===== config.mk =====
export PLATFORM = sky130hd
export DESIGN_NAME = axi_sram_bridge
export DESIGN_NICKNAME = d
export VERILOG_FILES = /design/src/rtl/axi_pkg.sv /design/src/rtl/axi_burst_addr.sv /design/src/rtl/axi_sram_bridge.sv
export SDC_FILE = /design/constraint.sdc
export NUM_CORES = 1
export LEC_CHECK = 0
export ABC_CLOCK_PERIOD_IN_PS = 3420
export CAP_MARGIN = 40
export CORE_AREA = 2 2 112 158
export DETAILED_ROUTE_END_ITERATION = 6
export DIE_AREA = 0 0 114 160
export PLACE_DENSITY = 0.82
export SETUP_SLACK_MARGIN = 0.15
export SLEW_MARGIN = 40
export SYNTH_ARGS = -nofsm -noshare
export SYNTH_HDL_FRONTEND = slang
export SYNTH_SLANG_ARGS = --single-unit

===== constraint.sdc =====
create_clock -name aclk -period 3.42 [get_ports aclk]
set_input_delay 0.855 -clock aclk [delete_from_list [all_inputs] [get_ports aclk]]
set_output_delay 0.855 -clock aclk [all_outputs]
set_load 0.01 [all_outputs]

===== src/rtl/axi_pkg.sv =====
`default_nettype none
// ============================================================================
// axi_pkg : burst encodings, response codes and beat-counter width  (rev 1.0)
// ============================================================================
package axi_pkg;

   typedef enum logic [1:0] {
      FIXED = 2'd0,
      INCR  = 2'd1,
      WRAP  = 2'd2
   } axi_burst_t;

   localparam logic [1:0] OKAY   = 2'b00;
   localparam logic [1:0] SLVERR = 2'b10;

   localparam int BEAT_CNT_W = 4;

endpackage
`default_nettype wire


===== src/rtl/axi_burst_addr.sv =====
`default_nettype none
// ============================================================================
// axi_burst_addr : combinational next-beat address for FIXED/INCR/WRAP  (rev 1.0)
// ============================================================================
module axi_burst_addr
   import axi_pkg::*;
(
   input  logic [31:0] addr,
   input  logic [2:0]  size,
   input  logic [3:0]  len,
   input  logic [1:0]  burst,
   output logic [31:0] next_addr
);

   logic [1:0]  eff_size;
   logic [31:0] step;
   logic [31:0] incr;
   logic [31:0] mask;

   always_comb begin
      eff_size = (size > 3'd2) ? 2'd2 : size[1:0];
      step     = 32'd1 << eff_size;
      incr     = addr + step;
      // wrap window is (len+1) beats; only bits inside it may change
      mask     = (({28'd0, len} + 32'd1) << eff_size) - 32'd1;
      case (axi_burst_t'(burst))
         FIXED:   next_addr = addr;
         WRAP:    next_addr = (addr & ~mask) | (incr & mask);
         default: next_addr = incr;
      endcase
   end

endmodule
`default_nettype wire


===== src/rtl/axi_sram_bridge.sv =====
`default_nettype none
// ============================================================================
// axi_sram_bridge : AXI3 slave terminating on a 1-cycle-latency SRAM  (rev 1.0)
// ============================================================================
module axi_sram_bridge
   import axi_pkg::*;
#(
   parameter int ADDR_WIDTH = 16,
   parameter int ID_WIDTH   = 4
)
(
   input  logic                  aclk,
   input  logic                  aresetn,
   input  logic [ID_WIDTH-1:0]   arid,
   input  logic [31:0]           araddr,
   input  logic [3:0]            arlen,
   input  logic [2:0]            arsize,
   input  logic [1:0]            arburst,
   input  logic [1:0]            arlock,
   input  logic [3:0]            arcache,
   input  logic [2:0]            arprot,
   input  logic                  arvalid,
   output logic                  arready,
   output logic [ID_WIDTH-1:0]   rid,
   output logic [31:0]           rdata,
   output logic [1:0]            rresp,
   output logic                  rlast,
   output logic                  rvalid,
   input  logic                  rready,
   input  logic [ID_WIDTH-1:0]   awid,
   input  logic [31:0]           awaddr,
   input  logic [3:0]            awlen,
   input  logic [2:0]            awsize,
   input  logic [1:0]            awburst,
   input  logic [1:0]            awlock,
   input  logic [3:0]            awcache,
   input  logic [2:0]            awprot,
   input  logic                  awvalid,
   output logic                  awready,
   input  logic [ID_WIDTH-1:0]   wid,
   input  logic [31:0]           wdata,
   input  logic [3:0]            wstrb,
   input  logic                  wlast,
   input  logic                  wvalid,
   output logic                  wready,
   output logic [ID_WIDTH-1:0]   bid,
   output logic [1:0]            bresp,
   output logic                  bvalid,
   input  logic                  bready,
   output logic                  ram_en,
   output logic [3:0]            ram_we,
   output logic [ADDR_WIDTH-1:0] ram_addr,
   output logic [31:0]           ram_wdata,
   input  logic [31:0]           ram_rdata
);

   typedef enum logic [1:0] {IDLE = 2'd0, RD = 2'd1, WR = 2'd2, WRESP = 2'd3} state_t;

   state_t                  state;
   logic                    prio_wr;
   logic [ID_WIDTH-1:0]     id_q;
   logic [31:0]             addr_q;
   logic [3:0]              len_q;
   logic [2:0]              size_q;
   logic [1:0]              burst_q;
   logic [BEAT_CNT_W-1:0]   beat_q;
   logic [BEAT_CNT_W-1:0]   iss_q;
   logic                    iss_done;
   logic                    inflight;
   logic [1:0]              buf_cnt;
   logic [31:0]             buf0;
   logic [31:0]             buf1;
   logic                    resp_err;
   logic [31:0]             next_addr;

   logic ar_grant, aw_grant, rd_issue, r_hs, w_hs, w_cnt_last, pop, push;
   logic unused_ok;

   assign unused_ok = ^{arlock, arcache, arprot, awlock, awcache, awprot, wid};

   assign ar_grant = (state == IDLE) && arvalid && (!awvalid || !prio_wr);
   assign aw_grant = (state == IDLE) && awvalid && (!arvalid ||  prio_wr);
   assign arready  = ar_grant;
   assign awready  = aw_grant;

   // head of the output buffer; an empty buffer forwards the beat landing from SRAM
   assign rvalid = (state == RD) && ((buf_cnt != 2'd0) || inflight);
   assign rdata  = (buf_cnt != 2'd0) ? buf0 : (inflight ? ram_rdata : 32'd0);
   assign rlast  = rvalid && (beat_q == len_q);
   assign rid    = id_q;
   assign rresp  = OKAY;
   assign r_hs   = rvalid && rready;

   assign rd_issue = (state == RD) && !iss_done && ((buf_cnt + {1'b0, inflight}) < 2'd2);
   assign pop      = r_hs && (buf_cnt != 2'd0);
   assign push     = inflight && !(r_hs && (buf_cnt == 2'd0));

   assign wready     = (state == WR);
   assign w_hs       = (state == WR) && wvalid;
   assign w_cnt_last = (beat_q == len_q);

   assign bvalid = (state == WRESP);
   assign bid    = id_q;
   assign bresp  = resp_err ? SLVERR : OKAY;

   assign ram_en    = rd_issue || w_hs;
   assign ram_we    = w_hs ? wstrb : 4'b0000;
   assign ram_addr  = addr_q[ADDR_WIDTH+1:2];
   assign ram_wdata = wdata;

   axi_burst_addr u_burst_addr (
      .addr      (addr_q),
      .size      (size_q),
      .len       (len_q),
      .burst     (burst_q),
      .next_addr (next_addr)
   );

   always_ff @(posedge aclk or negedge aresetn) begin
      if (!aresetn) begin
         state    <= IDLE;
         prio_wr  <= 1'b0;
         id_q     <= '0;
         addr_q   <= 32'd0;
         len_q    <= 4'd0;
         size_q   <= 3'd0;
         burst_q  <= 2'd0;
         beat_q   <= '0;
         iss_q    <= '0;
         iss_done <= 1'b0;
         inflight <= 1'b0;
         buf_cnt  <= 2'd0;
         buf0     <= 32'd0;
         buf1     <= 32'd0;
         resp_err <= 1'b0;
      end else begin
         case (state)
            IDLE: begin
               beat_q   <= '0;
               iss_q    <= '0;
               iss_done <= 1'b0;
               if (ar_grant) begin
                  id_q    <= arid;
                  addr_q  <= araddr;
                  len_q   <= arlen;
                  size_q  <= arsize;
                  burst_q <= arburst;
                  prio_wr <= 1'b1;
                  state   <= RD;
               end else if (aw_grant) begin
                  id_q     <= awid;
                  addr_q   <= awaddr;
                  len_q    <= awlen;
                  size_q   <= awsize;
                  burst_q  <= awburst;
                  prio_wr  <= 1'b0;
                  resp_err <= 1'b0;
                  state    <= WR;
               end
            end
            RD: begin
               inflight <= rd_issue;
               if (rd_issue) begin
                  addr_q <= next_addr;
                  iss_q  <= iss_q + 1'b1;
                  if (iss_q == len_q)
                     iss_done <= 1'b1;
               end
               if (pop)
                  buf0 <= buf1;
               if (push) begin
                  if (buf_cnt == {1'b0, pop})
                     buf0 <= ram_rdata;
                  else
                     buf1 <= ram_rdata;
               end
               buf_cnt <= buf_cnt - {1'b0, pop} + {1'b0, push};
               if (r_hs) begin
                  beat_q <= beat_q + 1'b1;
                  if (rlast)
                     state <= IDLE;
               end
            end
            WR: begin
               if (w_hs) begin
                  addr_q <= next_addr;
                  beat_q <= beat_q + 1'b1;
                  if (wlast != w_cnt_last)
                     resp_err <= 1'b1;
                  if (wlast || w_cnt_last)
                     state <= WRESP;
               end
            end
            WRESP: begin
               if (bready)
                  state <= IDLE;
            end
            default: state <= IDLE;
         endcase
      end
   end

endmodule
`default_nettype wire


==> results.json <==
{
  "die_area_sq_mm": 0.0182,
  "die_w_um": 114,
  "use_met1_pct": 26.7,
  "finClkSkew_ps": 7.37,
  "grt_pass1_wl_mm": 32.4,
  "dpl_worst_slack_ps": 211,
  "grt_use_total_pct": 22.0,
  "synth_seq_cells": 111,
  "status": "completed",
  "grt_setup_unrepaired": "false",
  "synth_warnings": 0,
  "worst_slack_ps": 266,
  "ys_seq_area_share_pct": 38.1,
  "cts_tree": "yes",
  "layout.nets": 1183,
  "synth_area_leaders": "dfrtp_1 38%, nand2_1 7.4%, buf_4 5.8%",
  "r2r.worst_path.cells": 12,
  "netlist_area_sq_mm": 0.00728,
  "power_frac_clock_pct": 11.6,
  "reg2reg_slack_ps": 350,
  "postCtsSetupRepairBufs": 0,
  "critical_path.most_common_cell": "clkdlybuf4s50_1",
  "hold_path.class": "register to register",
  "insertion_delay_ps": 360,
  "grt.met2_usage_pct": 37.7,
  "dpl.hpwl_mm": 14.3,
  "fmax_ghz": 0.317,
  "cts_sinks": 111,
  "path_class": "input port to primary output",
  "fin_util_pct": 54.2,
  "ir_drop_v": 0.000530,
  "fin_crit_sh_pct": 92.2,
  "p_int_mw": 5.14,
  "layout_commonest_cell": "clkdlybuf4s50_1",
  "grt_start_max_net_pins": 68,
  "finalSetupViolations": 0,
  "io_buffers": 173,
  "drt_iter0_drc": 450,
  "grt_pass1_vias": 6574,
  "synth_edf_count": 0,
  "rows": 57,
  "io_pins": 291,
  "synth_cell_type_count": 69,
  "cp_max_fo": 7,
  "synthCells": 878,
  "wirelength_mm": 20.4,
  "ant_nets": 0,
  "holdPathEnd": "buf1[27]$_DFFE_PN0P_",
  "grt_overflow": 0,
  "met3_usage_pct": 4.21,
  "start_util_pct": 42.9,
  "hold_ws_ps": 499,
  "busiest_layer": "met2",
  "netSwitchingPower_mw": 4.25,
  "finalSetupTns_ps": 0,
  "yosysTopAreaCell": "dfrtp_1",
  "antennaDiodeCount": 0,
  "cts_buffers": 9,
  "drc_errors": 0,
  "htree_levels": 3,
  "start_kind": "input port",
  "worstPathCellList": "clkdlybuf4s50_1 -> a21o_1 -> clkdlybuf4s50_1",
  "place_congestion": 0.868,
  "finalPower_mw": 9.39,
  "cts_resized": 0,
  "tightest_slew_ps": 704,
  "relSlewSlack_pct": 52.7,
  "synth_ff_type": "dfrtp_1",
  "cp_slowest_stage_delay_ps": 640,
  "worstHoldPathCells": 1,
  "final_cell_mix": "171 x clkdlybuf4s50_1, 143 x nand2_1, 109 x dfrtp_1",
  "firstDrtPassIters": 5,
  "combPwrFrac_pct": 62.0,
  "crit_path_start": "wvalid",
  "wl_per_cell_um": 17.2,
  "clk_path_buf_depth": 2,
  "drive_gt1_share_pct": 8.14,
  "fillers": 1545,
  "vias_per_cell": 5.74,
  "min_period_ps": 3150,
  "seqPwrFrac_pct": 26.5,
  "area_delta_synth_final_pct": 26.2,
  "synth_area_per_cell_sq_um": 8.30,
  "slowest_stage": "clkdlybuf4s50_1",
  "drv_cap": 0,
  "grt_antenna_before_repair": 0,
  "p_leak_nw": 3.94,
  "cp.required_ps": 2560,
  "async_reset_ff_share_pct": 100,
  "path_clk_slew_ps": 80,
  "arrival_ps": 2300,
  "swShare_pct": 45.2,
  "die_height_um": 160,
  "ctsHoldBuffers": 0,
  "root_buffer": "clkbuf_16",
  "core_sq_mm": 0.0170,
  "cp-end-kind": "primary output",
  "num_vias": 6819,
  "final_hold_viol_count": 0,
  "report.final.slew_viol_count": 0,
  "p_per_area_mw_per_mm2": 1020,
  "synth_top_area_share_pct": 38.1,
  "timing.rr.start": "size_q[2]$_DFFE_PN0P_",
  "min_from": "buf1[27]$_DFFE_PN0P_"
}
==> area by class of cell <==
class                   instances  area (sq um)  share of cell area (%)
repair buffers                199          1960                    21.4
multi-input cells             630          3790                    41.2
well taps                     206           258                    2.80
flip-flops and latches        111          2780                    30.2
inverters                      27           101                    1.10
clock buffers                  10           239                    2.60
clock inverters                 6          58.8                   0.640
==> cells in the mapped netlist (8+ instances only) <==
master    number
a21o_1        11
and3_1        10
nor2_1        74
nand3_1       15
mux2i_1        8
dfrtp_1      111
buf_4         56
o21ai_0       52
nor3_1         9
xor2_1        12
clkbuf_1      51
mux2_2        21
xnor2_1        8
inv_1         24
nor2b_1        8
a31oi_1       22
ha_1          16
a21oi_1       63
nand2_1      143
mux2_1        14
o22ai_1       41
==> worst max-delay path by stage <==
| stage | end | slack [ps] |
|---|---|---|
| 2_1_floorplan | register | 780 |
| 5_1_grt | register | 150 |
| 3_5_place_dp | awready | 210 |
| 3_3_place_gp | awready | 180 |
| 6_report | ram_en | 270 |
| 4_1_cts | awready | 200 |
==> routing by layer <==
layer | wire (um) | share of wire, %
met5 | 0 | 0
met4 | 635 | 3.1
met3 | 1220 | 6.0
met2 | 10200 | 50
met1 | 8350 | 41
==> metrics by stage <==
stage | instance area (sq um) | instances
after detailed placement | 8880 | 1173
after floorplan | 7290 | 881
after global routing | 9190 | 1189
after CTS | 9170 | 1189
after global placement | 8880 | 1173
final | 9190 | 1189
==> cell families (layout without fill, tap and decap cells) <==
family / count (synthesis) / in the layout / synth area share [%]
muxes: 43 / 43 / 6.51
adders and majority gates: 17 / 17 / 3.02
other: 2 / 5 / 0.103
buffers and inverters: 140 / 242 / 10.3
xor gates and xnor gates: 20 / 20 / 2.41
DFF: 111 / 111 / 38.1
AOI/OAI and AO/OA: 247 / 247 / 21.1
and+or+nand+nor: 298 / 298 / 18.3
==> power groups by stage <==
stage               sequential, mW  clock (mW)  combinational (mW)
detailed placement            2.49           0                5.75
floorplan                     2.35           0                3.89
global route                  2.57        1.16                6.36
finish                        2.48        1.08                5.82
CTS                           2.48        1.11                5.79
global placement              2.46           0                5.64
==> critical path, delay by kind of cell <==
kind	cells	cell delay, ps
buffers and inverters	2	1200
AO/OA/AOI/OAI	1	240
(Power assumes the default switching activity.)
